$ cat config.mk
export PLATFORM = sky130hd
export DESIGN_NAME = adt7420_i2c_target
export DESIGN_NICKNAME = d
export VERILOG_FILES = /design/src/rtl/adt7420_i2c_target.sv
export SDC_FILE = /design/constraint.sdc
export NUM_CORES = 1
export LEC_CHECK = 0
export CORE_MARGIN = 5
export CORE_UTILIZATION = 50
export CTS_CLUSTER_DIAMETER = 50
export DETAILED_ROUTE_END_ITERATION = 6
export DONT_BUFFER_PORTS = 1
export PLACE_DENSITY = 0.68
export SYNTH_ARGS = -nofsm -noshare
export SYNTH_HDL_FRONTEND = slang
export SYNTH_SLANG_ARGS = --single-unit
$ cat constraint.sdc
create_clock -name clk_i -period 1.93 [get_ports clk_i]
set_input_delay 0.193 -clock clk_i [delete_from_list [all_inputs] [get_ports clk_i]]
set_output_delay 0.193 -clock clk_i [all_outputs]
set_load 0.05 [all_outputs]
$ cat src/rtl/adt7420_i2c_target.sv
`default_nettype none
// ============================================================================
// Module   : adt7420_i2c_target
// Brief    : I2C target emulating the ADT7420 temperature sensor register file.
//            Build macro TEMP_SIM_RAMP_EN swaps temp_i for an internal ramp.
// Revision : 1.0 - initial release
// ============================================================================
module adt7420_i2c_target #(
    parameter logic [6:0]  I2C_ADDR    = 7'h4B,
    parameter int          SYNC_STAGES = 2,
    parameter int          HOLD_CYCLES = 4,
    parameter logic [12:0] T_CRIT      = 13'h930
`ifdef TEMP_SIM_RAMP_EN
   ,parameter int          RAMP_PERIOD = 2000
`endif
) (
    input  logic        clk_i,
    input  logic        rst_i,
    input  logic        scl_i,
    input  logic        sda_i,
    output logic        sda_oe_o,
    input  logic [12:0] temp_i,
    input  logic        temp_valid_i,
    output logic        ct_o,
    output logic        busy_o,
    output logic [7:0]  cfg_o
);

    localparam int HW = $clog2(HOLD_CYCLES + 1);

    typedef enum logic [2:0] {
        S_IDLE   = 3'd0,
        S_ADDR   = 3'd1,
        S_PTR    = 3'd2,
        S_WRITE  = 3'd3,
        S_READ   = 3'd4,
        S_IGNORE = 3'd5
    } state_t;

    state_t                 state_q, state_d;
    logic [SYNC_STAGES-1:0] scl_sync_q, sda_sync_q;
    logic                   scl_prev_q, sda_prev_q;
    logic [3:0]             bit_cnt_q, bit_cnt_d;
    logic [6:0]             rx_q, rx_d, tx_q, tx_d;
    logic                   rw_q, rw_d, ack_q, ack_d, pend_q, pend_d;
    logic                   hold_act_q, hold_act_d, sda_oe_q, sda_oe_d;
    logic [HW-1:0]          hold_cnt_q, hold_cnt_d;
    logic [7:0]             ptr_q, ptr_d, cfg_q, cfg_d, shadow_q, shadow_d;
    logic [15:0]            temp_q, temp_d;
    logic                   rdyn_q, rdyn_d, ct_q, ct_d, busy_q, busy_d, rd_msb_q, rd_msb_d;

    logic        w_scl, w_sda, w_scl_rise, w_scl_fall, w_start, w_stop;
    logic        w_smp_valid;
    logic [12:0] w_smp;
    logic [15:0] w_src;
    logic [7:0]  w_byte, w_rd_byte;
    logic        w_arm, w_drive, w_load, w_rdyn_set;

`ifdef TEMP_SIM_RAMP_EN
    localparam int RW = $clog2(RAMP_PERIOD);
    logic [RW-1:0] ramp_cnt_q;
    logic [12:0]   ramp_val_q;

    always_ff @(posedge clk_i) begin
        if (rst_i) begin
            ramp_cnt_q <= '0;
            ramp_val_q <= 13'h190;
        end else if (ramp_cnt_q == RW'(RAMP_PERIOD - 1)) begin
            ramp_cnt_q <= '0;
            ramp_val_q <= (ramp_val_q == 13'h280) ? 13'h190 : ramp_val_q + 13'd8;
        end else begin
            ramp_cnt_q <= ramp_cnt_q + RW'(1);
        end
    end

    assign w_smp_valid = (ramp_cnt_q == RW'(RAMP_PERIOD - 1));
    assign w_smp       = ramp_val_q;
`else
    assign w_smp_valid = temp_valid_i;
    assign w_smp       = temp_i;
`endif

    // Lines idle high, so the synchronizers reset to 1 to avoid phantom edges.
    always_ff @(posedge clk_i) begin
        if (rst_i) begin
            scl_sync_q <= '1;
            sda_sync_q <= '1;
            scl_prev_q <= 1'b1;
            sda_prev_q <= 1'b1;
        end else begin
            scl_sync_q <= {scl_sync_q[SYNC_STAGES-2:0], scl_i};
            sda_sync_q <= {sda_sync_q[SYNC_STAGES-2:0], sda_i};
            scl_prev_q <= w_scl;
            sda_prev_q <= w_sda;
        end
    end

    assign w_scl      = scl_sync_q[SYNC_STAGES-1];
    assign w_sda      = sda_sync_q[SYNC_STAGES-1];
    assign w_scl_rise = w_scl & ~scl_prev_q;
    assign w_scl_fall = ~w_scl & scl_prev_q;
    assign w_start    = scl_prev_q & w_scl & sda_prev_q & ~w_sda;
    assign w_stop     = scl_prev_q & w_scl & ~sda_prev_q & w_sda;
    assign w_byte     = {rx_q, w_sda};
    assign w_src      = w_smp_valid ? {w_smp, 3'b000} : temp_q;

    always_comb begin
        w_rd_byte = 8'h00;
        case (ptr_q)
            8'h00:   w_rd_byte = w_src[15:8];
            8'h01:   w_rd_byte = shadow_q;
            8'h02:   w_rd_byte = {rdyn_q, 7'b0};
            8'h03:   w_rd_byte = cfg_q;
            8'h0B:   w_rd_byte = 8'hCB;
            default: w_rd_byte = 8'h00;
        endcase
    end

    always_comb begin
        state_d    = state_q;    bit_cnt_d  = bit_cnt_q;  rx_d     = rx_q;
        tx_d       = tx_q;       rw_d       = rw_q;       ack_d    = ack_q;
        pend_d     = pend_q;     hold_act_d = hold_act_q; sda_oe_d = sda_oe_q;
        hold_cnt_d = hold_cnt_q; ptr_d      = ptr_q;      cfg_d    = cfg_q;
        shadow_d   = shadow_q;   temp_d     = temp_q;     rdyn_d   = rdyn_q;
        ct_d       = ct_q;       busy_d     = busy_q;     rd_msb_d = rd_msb_q;
        w_arm      = 1'b0;       w_drive    = 1'b0;       w_load   = 1'b0;
        w_rdyn_set = 1'b0;

        if (w_smp_valid) begin
            temp_d = {w_smp, 3'b000};
            ct_d   = ($signed(w_smp) >= $signed(T_CRIT));
        end

        if (hold_act_q) begin
            if (hold_cnt_q == '0) begin
                sda_oe_d   = pend_q;
                hold_act_d = 1'b0;
            end else begin
                hold_cnt_d = hold_cnt_q - HW'(1);
            end
        end

        if (w_start || w_stop) begin
            state_d    = w_start ? S_ADDR : S_IDLE;
            bit_cnt_d  = 4'd0;
            ack_d      = 1'b0;
            busy_d     = 1'b0;
            sda_oe_d   = 1'b0;
            hold_act_d = 1'b0;
        end else if (w_scl_rise && state_q != S_IDLE && state_q != S_IGNORE) begin
            bit_cnt_d = bit_cnt_q + 4'd1;
            if (bit_cnt_q < 4'd8)
                rx_d = w_byte[6:0];
            if (bit_cnt_q == 4'd7) begin
                case (state_q)
                    S_ADDR: begin
                        if (w_byte[7:1] == I2C_ADDR) begin
                            ack_d  = 1'b1;
                            busy_d = 1'b1;
                            rw_d   = w_sda;
                        end else begin
                            state_d = S_IGNORE;
                        end
                    end
                    S_PTR: begin
                        ptr_d = w_byte;
                        ack_d = 1'b1;
                    end
                    S_WRITE: begin
                        if (ptr_q == 8'h03)
                            cfg_d = w_byte;
                        ptr_d = ptr_q + 8'd1;
                        ack_d = 1'b1;
                    end
                    default: ;
                endcase
            end
            if (bit_cnt_q == 4'd8 && state_q == S_READ) begin
                w_rdyn_set = rd_msb_q;
                if (w_sda) begin
                    state_d = S_IGNORE;
                    busy_d  = 1'b0;
                end
            end
        end else if (w_scl_fall && state_q != S_IDLE && state_q != S_IGNORE) begin
            if (bit_cnt_q == 4'd8) begin
                w_arm   = 1'b1;
                w_drive = (state_q == S_READ) ? 1'b0 : ack_q;
            end else if (bit_cnt_q == 4'd9) begin
                bit_cnt_d = 4'd0;
                ack_d     = 1'b0;
                w_arm     = 1'b1;
                if (state_q == S_ADDR && !rw_q)
                    state_d = S_PTR;
                else if (state_q == S_PTR)
                    state_d = S_WRITE;
                else if (state_q == S_ADDR || state_q == S_READ) begin
                    state_d = S_READ;
                    w_load  = 1'b1;
                end
            end else if (state_q == S_READ && bit_cnt_q != 4'd0) begin
                w_arm   = 1'b1;
                w_drive = ~tx_q[6];
                tx_d    = {tx_q[5:0], 1'b0};
            end
        end

        // Loading reg 0x00 snapshots the low byte so a later 0x01 read cannot tear.
        if (w_load) begin
            w_drive  = ~w_rd_byte[7];
            tx_d     = w_rd_byte[6:0];
            ptr_d    = ptr_q + 8'd1;
            rd_msb_d = (ptr_q == 8'h00);
            if (ptr_q == 8'h00)
                shadow_d = w_src[7:0];
        end

        if (w_arm) begin
            pend_d     = w_drive;
            hold_cnt_d = HW'(HOLD_CYCLES - 1);
            hold_act_d = 1'b1;
        end

        if (w_smp_valid)
            rdyn_d = 1'b0;
        else if (w_rdyn_set)
            rdyn_d = 1'b1;
    end

    always_ff @(posedge clk_i) begin
        if (rst_i) begin
            state_q    <= S_IDLE;   bit_cnt_q  <= 4'd0;  rx_q     <= 7'd0;
            tx_q       <= 7'd0;     rw_q       <= 1'b0;  ack_q    <= 1'b0;
            pend_q     <= 1'b0;     hold_act_q <= 1'b0;  sda_oe_q <= 1'b0;
            hold_cnt_q <= '0;       ptr_q      <= 8'h00; cfg_q    <= 8'h00;
            shadow_q   <= 8'h00;    temp_q     <= 16'h0000;
            rdyn_q     <= 1'b1;     ct_q       <= 1'b0;  busy_q   <= 1'b0;
            rd_msb_q   <= 1'b0;
        end else begin
            state_q    <= state_d;    bit_cnt_q  <= bit_cnt_d;  rx_q     <= rx_d;
            tx_q       <= tx_d;       rw_q       <= rw_d;       ack_q    <= ack_d;
            pend_q     <= pend_d;     hold_act_q <= hold_act_d; sda_oe_q <= sda_oe_d;
            hold_cnt_q <= hold_cnt_d; ptr_q      <= ptr_d;      cfg_q    <= cfg_d;
            shadow_q   <= shadow_d;   temp_q     <= temp_d;
            rdyn_q     <= rdyn_d;     ct_q       <= ct_d;       busy_q   <= busy_d;
            rd_msb_q   <= rd_msb_d;
        end
    end

    assign sda_oe_o = sda_oe_q;
    assign ct_o     = ct_q;
    assign busy_o   = busy_q;
    assign cfg_o    = cfg_q;

endmodule
`default_nettype wire

* Word-level counts from Yosys, hierarchy flattened
Index checks and enable logic that the tools add are counted.
** Word-level totals
- Register bits :: 79
- Input bits :: 18
** Cells by class
- $add $sub $neg :: 3
- Magnitude comparators :: 2
- Eq/ne operators :: 23
- Multiplexer cells :: 78
- Bitwise gates (word level) :: 15
- Reduce and logical (&&, ||, !) cells :: 41
** Operators by type and width (count)
- 2-to-1 mux 7 bit :: 7
- 2-to-1 mux 1 bit :: 43
- case mux 8 bit (5 select lines) :: 1
- 2-to-1 mux 3 bit :: 13
- 2-to-1 mux 8 bit :: 4
- equality test 8 x 2 -> 1 bit, second input constant :: 2
- 2-to-1 mux 16 bit :: 1
- 2-to-1 mux 4 bit :: 4
- case mux 8 bit (2 select lines) :: 1
- nonzero test 2 bit :: 8
- greater-or-equal comparator 13 bit, second input constant :: 1
- != test 2 bit, second input constant :: 6
- AND reduction 6 bit :: 2
- nonzero test 3 bit :: 4
- AND reduction 5 bit :: 2
- != test 3 bit, second input constant :: 3
- adder 8 x 1 -> 8 bit, second input constant :: 1
- equality test 4 bit, second input constant :: 2
- equality test 8 x 1 -> 1 bit, second input constant :: 1
- equality test 8 x 4 -> 1 bit, second input constant :: 1
- zero test 8 bit :: 1
- inverter 1 bit :: 8
- AND reduction 2 bit :: 4
- AND reduction 4 bit :: 2
- other kinds (21) :: 40

* Longest topological paths before layout
Gate-level depths: netlist (run 1).
- Depth in word-level cells :: 12
- Mapped depth :: 8
- Depth with buffers taken out :: 7

* Worst setup path after synthesis (run 1)
OpenSTA, ideal clock, no wires.
- Kind :: reg2reg
- Start :: register ptr_q[0]
- End :: register pend_q
- Setup time :: 96 ps
- Arrival :: 1881 ps
- Path slack :: -47 ps
- Stages on the path, launching flop included :: 9
- Path buffers :: 1
- Period minus slack after synthesis :: 1977 ps
- Cell sequence :: dfxtp_1 inv_1 ha_1 clkbuf_1 or4_1 o2111ai_1 nor3_1 and2_1 o41ai_2
** Between the ends
- Cells in the longest elaborated chain, start to end :: 4
** RTL lines
- start: declaration :: RTL line 48 : logic [7:0] ptr_q, ptr_d, cfg_q, cfg_d, shadow_q, shadow_d;
- start signal: assignment :: RTL line 243 : hold_cnt_q <= hold_cnt_d; ptr_q <= ptr_d; cfg_q <= cfg_d;
- equality test 8 x 4 -> 1 bit (tied with other cells) :: RTL line 109 : case (ptr_q)
- case mux 8 bit (5 select lines) (*) :: RTL line 109
- inverter 1 bit (*) :: RTL line 210 : w_drive = ~w_rd_byte[7];
- 2-to-1 mux 1 bit (*) :: RTL line 209 : if (w_load) begin
- end signal: assignment :: RTL line 242 : pend_q <= pend_d; hold_act_q <= hold_act_d; sda_oe_q <= sda_oe_d;
- end: declaration :: RTL line 45 : logic rw_q, rw_d, ack_q, ack_d, pend_q, pend_d;
Mark *: on every way between the ends. The rest lies on a longest branch, timed or not.
A chain may end at the register's enable or synchronous reset.

* Final worst setup path (run 1)
- Start :: register state_q[0]
- End :: register state_q[0]
** Between the ends
- Cells in the longest elaborated chain, start to end :: 8
** RTL lines
- start: declaration :: RTL line 40 : state_t state_q, state_d;
- start signal: assignment :: RTL line 240 : state_q <= state_d; bit_cnt_q <= bit_cnt_d; rx_q <= rx_d;
- equality test 3 x 2 -> 1 bit or equality test 3 x 1 -> 1 bit (tied branches)
- 2-to-1 mux 3 bit or logical AND 1 bit (tied branches) :: RTL line 195, 193
- 2-to-1 mux 3 bit :: RTL line 193 : if (state_q == S_ADDR && !rw_q)
- 2-to-1 mux 3 bit :: RTL line 189 : end else if (bit_cnt_q == 4'd9) begin
- 2-to-1 mux 3 bit :: RTL line 186 : if (bit_cnt_q == 4'd8) begin
- 2-to-1 mux 3 bit :: RTL line 185 : end else if (w_scl_fall && state_q != S_IDLE && state_q != S_IGNORE) begin
- 2-to-1 mux 3 bit :: RTL line 150 : end else if (w_scl_rise && state_q != S_IDLE && state_q != S_IGNORE) begin
- 2-to-1 mux 3 bit :: RTL line 143 : if (w_start || w_stop) begin
Parallel ways exist; a longest one is shown, timed or not. The select of a mux whose other input is x is not followed.

==> results of run 1 <==
per-stage QoR:
| stage | cell area (µm²) | power (µW) | setup TNS (ns) |
|---|---|---|---|
| after floorplan | 4010 | 1830 | -0.0243 |
| after global placement | 4320 | 1850 | 0 |
| after detailed placement | 4320 | 1850 | -0.149 |
| after CTS | 4810 | 3150 | -0.00560 |
| after global routing | 4910 | 3260 | 0 |
| final | 4910 | 3150 | 0 |
final timing paths:
check,cells after the start,from,endpoint
max,6,state_q[0],state_q[0]
max reg2reg,6,state_q[0],state_q[0]
min,2,rst_i,tx_q[2]
min reg2reg,2,tx_q[1],tx_q[2]
layer usage:
layer,vias up,track usage (%),part of all wire (%)
met3,15,4.56,5.8
met4,0,6.41,1.5
met1,1652,26.7,44
li1,1698,-,-
met2,112,31.9,49
met5,-,0,0
what timing repair did:
item,CTS,global route
gates resized for setup,4,21
setup buffers,0,2
hold endpoints to repair,66,42
pin swaps,0,5
hold buffers,26,1
setup endpoints to repair,11,35
report_power, final:
group,total [µW],switching [µW],internal (µW)
Combinational,204,93.8,111
Sequential,1670,19.6,1650
Clock,1270,657,611
Total,3150,771,2380
placed cells by master, fill, tap and decap left out, types with 5 or more instances in the layout:
cell	count
mux2i_1	27
or2_2	7
dlygate4sd3_1	26
nor2b_1	22
nor2_1	48
dfxtp_2	6
nand3b_1	5
o22a_1	5
ha_1	7
nand4_1	11
a21oi_1	21
xnor2_1	6
buf_4	44
nand2_1	11
or3_1	6
nand2b_1	7
inv_1	14
dfxtp_1	73
clkbuf_8	9
o211ai_1	8
nand3_1	7
mux2_2	6
o21ai_0	13
nor3_1	9
kinds of logic after synthesis:
logic type,after synthesis,share of synthesized area [%]
muxes,34,8.74
xor gates and xnor gates,11,2.41
adders and majority gates,9,2.82
AOI/OAI and AO/OA,98,18.3
and+or+nand+nor,166,23.3
DFF,79,39.6
buffers and inverters,42,4.82
worst reg2reg max path: stages, from the launching register on:
cell	delay (ns)
dfxtp_2	0.39
buf_4	0.20
or3b_2	0.52
o21ai_0	0.15
and2_1	0.23
o31ai_1	0.08
a211oi_1	0.23
registers in the layout (all words and copies together) (netlist names):
signal	cells
ptr_q	8
sda_sync_q	2
rx_q	7
scl_sync_q	2
temp_q	16
ack_q	1
rd_msb_q	1
cfg_o	8
scl_prev_q	1
rw_q	1
busy_o	1
rdyn_q	1
hold_act_q	1
shadow_q	8
pend_q	1
tx_q	7
hold_cnt_q	3
ct_o	1
sda_prev_q	1
bit_cnt_q	4
state_q	3
sda_oe_o	1
cell type report:
cell class | instances | area, µm² | share of cell area, %
Multi-Input combinational cell | 318 | 2300 | 46.9
Clock buffer | 9 | 124 | 2.52
Inverter | 14 | 52.6 | 1.07
Timing Repair Buffer | 73 | 633 | 12.9
Tap cell | 102 | 128 | 2.60
Clock inverter | 7 | 80.1 | 1.63
Sequential cell | 79 | 1590 | 32.4
==> run summary, run 1 <==
slew of the pin with the lowest slew margin - 0.510 ns
CTS Root Buffer Type - clkbuf_8
max-capacitance violation count - 0
leakage power - 0.00203 µW
setup slack of the critical path after layout - 0.0575 ns
WL/cell - 16.6 µm
final net count - 522
filler instances - 666
FF+latch count, synth - 79
net count after synthesis - 466
die height - 99.4 µm
number of synthesis warnings - 0
most used standard cell by instance count after synthesis - dfxtp_1
mean instance size in the synthesized netlist - 9.10 µm²
run status - completed
number of design rule violations left after detail routing - 0
global-route congestion overflow total - 0
final HPWL from detailed placement - 6950 µm
setup repair after global routing missed its margin - no
setup slack on the worst flop-to-flop path - 0.06 ns
count of final hold-check violations - 0
signal arrival time at the worst endpoint - 2.14 ns
cell family with the largest share of critical-path delay - simple AND/OR/NAND/NOR gates
first-pass detailed-route iteration total - 5
overall track demand over capacity in global routing - 20.0%
clock sink total - 79
total power per unit cell area - 641 nW/µm²
cells traversed along the worst timing path - buf_4, or3b_2, o21ai_0, and2_1, o31ai_1, a211oi_1
number of cells produced by synthesis - 439
share of the synthesized area in the top cell type - 39.6%
routed wire length - 9990 µm
cell type contributing the most total cell area after synthesis - dfxtp_1
CTS tree - yes
Distinct cells, synth - 74
master of the slowest instance on the critical path - or3b_2
Peak supply drop - 0.371 mV
area of the core - 7770 µm²
antenna cell count - 0
category of the worst setup path launch point - flip-flop
Post-synth top cells - dfxtp_1, nor2_1, mux2i_1
final RePlAce weighted congestion - 0.901
worst skew pair latency - 0.36 ns
leading register cell type out of synthesis - dfxtp_1
first-pass GRT wire length - 15900 µm
fraction of the core area covered by cells at the end of the flow - 63.2%
top cells by area, synth - dfxtp_1, mux2i_1, nor2_1
Avg Vias per Cell - 5.78
antenna violations before repair - 0
Max FO, Critical Path - 10
Final Max Tran Viols - 0
Period minus WS final - 1.87 ns
Tightest Hold Check Type - input pin to flip-flop
iteration-0 DRC count of the detailed router - 261
count of final setup violators - 0
part of the Yosys area used for sequential elements - 39.6%
Area growth syn-to-layout - 22.9%
WP buf/inv - 1
CTS H-tree depth - 3
worst slack at placement - -0.0329 ns
largest net degree at the start of global routing - 71
count of input and output buffers - 0
FP Rows - 32
I/O pin total - 29
number of vias after detailed routing - 3477
Max stage delay on crit path - 0.52 ns
proportion of synthesized flip-flops having asynchronous set or reset - 0%
final-layout worst hold slack - 0.00539 ns
Max Root-Sink Buffers - 2
Clock Pin Slew Worst Setup and Hold Paths - 0.08 ns
skew final - 0.00512 ns
required time of the worst setup path - 2.20 ns
layout cells sized above 1 - 23.0%
critical setup path kind - flip-flop to flip-flop
Starting Density - 51.4%
area of the die - 9880 µm²
Synth Cell Area - 4000 µm²
Die X - 99.4 µm
vias in the first global route - 3171
remaining antenna violation count after routing - 0
fmax - 0.534 GHz
total clock buffers created by CTS - 9
kind of end point of the critical path - flip-flop
number of synthesized flops with an enable pin - 0
remaining max-slew budget at the tightest pin - 65.6%
cell total after placement - 557
Period Utilization, post-route - 97.0%
non-filler instance count after layout - 602
No activity file was read; power rests on OpenSTA's default activity.
==> run 2, diff against run 1 <==
--- a/config.mk
+++ b/config.mk
@@ -11,6 +11,8 @@
 export DETAILED_ROUTE_END_ITERATION = 6
 export DONT_BUFFER_PORTS = 1
 export PLACE_DENSITY = 0.68
+export SKIP_LAST_GASP = 1
+export SLEW_MARGIN = 5
 export SYNTH_ARGS = -nofsm -noshare
 export SYNTH_HDL_FRONTEND = slang
 export SYNTH_SLANG_ARGS = --single-unit
==> run 2 against run 1 <==
Critical path depth did not move. Non-clock buffer count down 23. Final area fell by 4.5%. Setup slack worse by 0.041 ns. Largest cell class unchanged.
==> run summary, run 2 (same netlist as run 1, synthesis figures left out) <==
signal arrival time at the worst endpoint - 2.17 ns
number of design rule violations left after detail routing - 0
total clock buffers created by CTS - 9
Clock Pin Slew Worst Setup and Hold Paths - 0.08 ns
max-capacitance violation count - 0
Period minus WS final - 1.91 ns
final HPWL from detailed placement - 6950 µm
Worst Hold Depth - 2
area of the core - 7770 µm²
iteration-0 DRC count of the detailed router - 236
Die X - 99.4 µm
global-route congestion overflow total - 0
commonest non-fill, non-tap cell in the layout - dfxtp_1
register ranked first by flip-flop count - temp_q
skew final - 0.00684 ns
first-pass detailed-route iteration total - 5
master of the slowest instance on the critical path - or3b_2
highest-count cells in the layout ignoring fill and taps - dfxtp_1, nor2_1, buf_4
remaining antenna violation count after routing - 0
antenna cell count - 0
largest net degree at the start of global routing - 67
total power per unit cell area - 665 nW/µm²
Peak supply drop - 0.375 mV
Endpoint, Worst Hold - temp_q[8]
clock sink total - 79
layout cells sized above 1 - 24.1%
setup TNS after final layout - 0 ns
worst skew pair latency - 0.35 ns
Tightest Hold Check Type - input pin to flip-flop
CTS tree - yes
cells traversed along the worst timing path - buf_4, or3b_2, o21ai_0, and2_1, o31ai_1, a211oi_1
HP Start - temp_i[5]
leakage power - 0.00192 µW
Max stage delay on crit path - 0.52 ns
busiest layer in global routing - met2
routed wire length - 9780 µm
area of the die - 9880 µm²
vias in the first global route - 3108
WL/cell - 16.9 µm
met3 demand-to-capacity share in global routing - 4.56%
final RePlAce weighted congestion - 0.901
endpoint of the most critical register-to-register path - state_q[0]
required time of the worst setup path - 2.19 ns
I/O pin total - 29
final net count - 499
max reg flops - 16
Final Max Tran Viols - 0
final-layout worst hold slack - 0.0273 ns
antenna violations before repair - 0
count of final setup violators - 0
count of input and output buffers - 0
Area growth syn-to-layout - 17.4%
FP Rows - 32
setup slack on the worst flop-to-flop path - 0.02 ns
critical setup path kind - flip-flop to flip-flop
startpoint of the lowest-slack register-to-register path - state_q[0]
count of final hold-check violations - 0
category of the worst setup path launch point - flip-flop
Global Route met1 Usage - 26.1%
overall track demand over capacity in global routing - 19.8%
Max Root-Sink Buffers - 2
global-route met2 utilization - 32.2%
CTS Root Buffer Type - clkbuf_8
Period Utilization, post-route - 99.1%
Max FO, Critical Path - 10
run status - completed
depth of the most critical reg-to-reg path - 6
CTS H-tree depth - 3
Avg Vias per Cell - 5.87
die height - 99.4 µm
slew of the pin with the lowest slew margin - 0.526 ns
kind of end point of the critical path - flip-flop
remaining max-slew budget at the tightest pin - 64.9%
fmax - 0.523 GHz
first-pass GRT wire length - 15700 µm
Starting Density - 51.4%
number of vias after detailed routing - 3401
## run 2: cell type report
class	count	area, µm²
sequential	79	1590
timing repair buffer	50	410
fill	692	3080
inverter	14	52.6
clock buffer	9	124
multi-input combinational	318	2300
clock inverter	7	80.1
tap	102	128
## run 2: power by group
group          switching (µW)  internal, µW  total, µW
clock network             653           611       1260
logic                    93.3          86.4        180
registers                19.4          1650       1670
## run 2: worst max-delay path by stage
stage	from	end	slack [ns]	cells past startpoint
global placement	state_q[0]	cfg_o[7]	0.03	7
floorplan	ptr_q[1]	pend_q	-0.02	8
detailed placement	state_q[0]	cfg_o[1]	-0.03	7
CTS	bit_cnt_q[1]	ptr_q[0]	-0.01	7
global route	state_q[0]	state_q[0]	-0.05	6
finish	state_q[0]	state_q[0]	0.02	6
## run 2: routing by layer
metal / wire length [µm] / share of wire [%]
met1: 4230 / 43
met2: 4680 / 48
met3: 678 / 6.9
met4: 193 / 2.0
met5: 0 / 0
## run 2: metrics by stage
step | setup WS (ns) | total power [µW] | utilization (%) | instance area, µm² | instances
2_1_floorplan | -0.0243 | 1830 | - | 4010 | 439
3_3_place_gp | 0.0338 | 1850 | 55.7 | 4320 | 557
3_5_place_dp | -0.0329 | 1850 | 55.7 | 4320 | 557
4_1_cts | -0.0144 | 3140 | 59.2 | 4600 | 577
5_1_grt | -0.0480 | 3240 | 60.4 | 4690 | 579
6_report | 0.0165 | 3120 | 60.4 | 4690 | 579
## run 2: repair_timing
item / CTS / global route
endpoints found under the hold margin: 66 / 0
pin swaps: 0 / 5
setup endpoints to repair: 11 / 37
setup buffers: 0 / 2
hold buffers: 4 / 0
gates resized for setup: 3 / 23
## run 2: critical path: cells and delay by family, from the launching register on
| family | cells | cell delay (ns) |
|---|---|---|
| buffers and inverters | 1 | 0.19 |
| AND/OR/NAND/NOR | 2 | 0.75 |
| flip-flops | 1 | 0.39 |
| AO/OA/AOI/OAI | 3 | 0.49 |
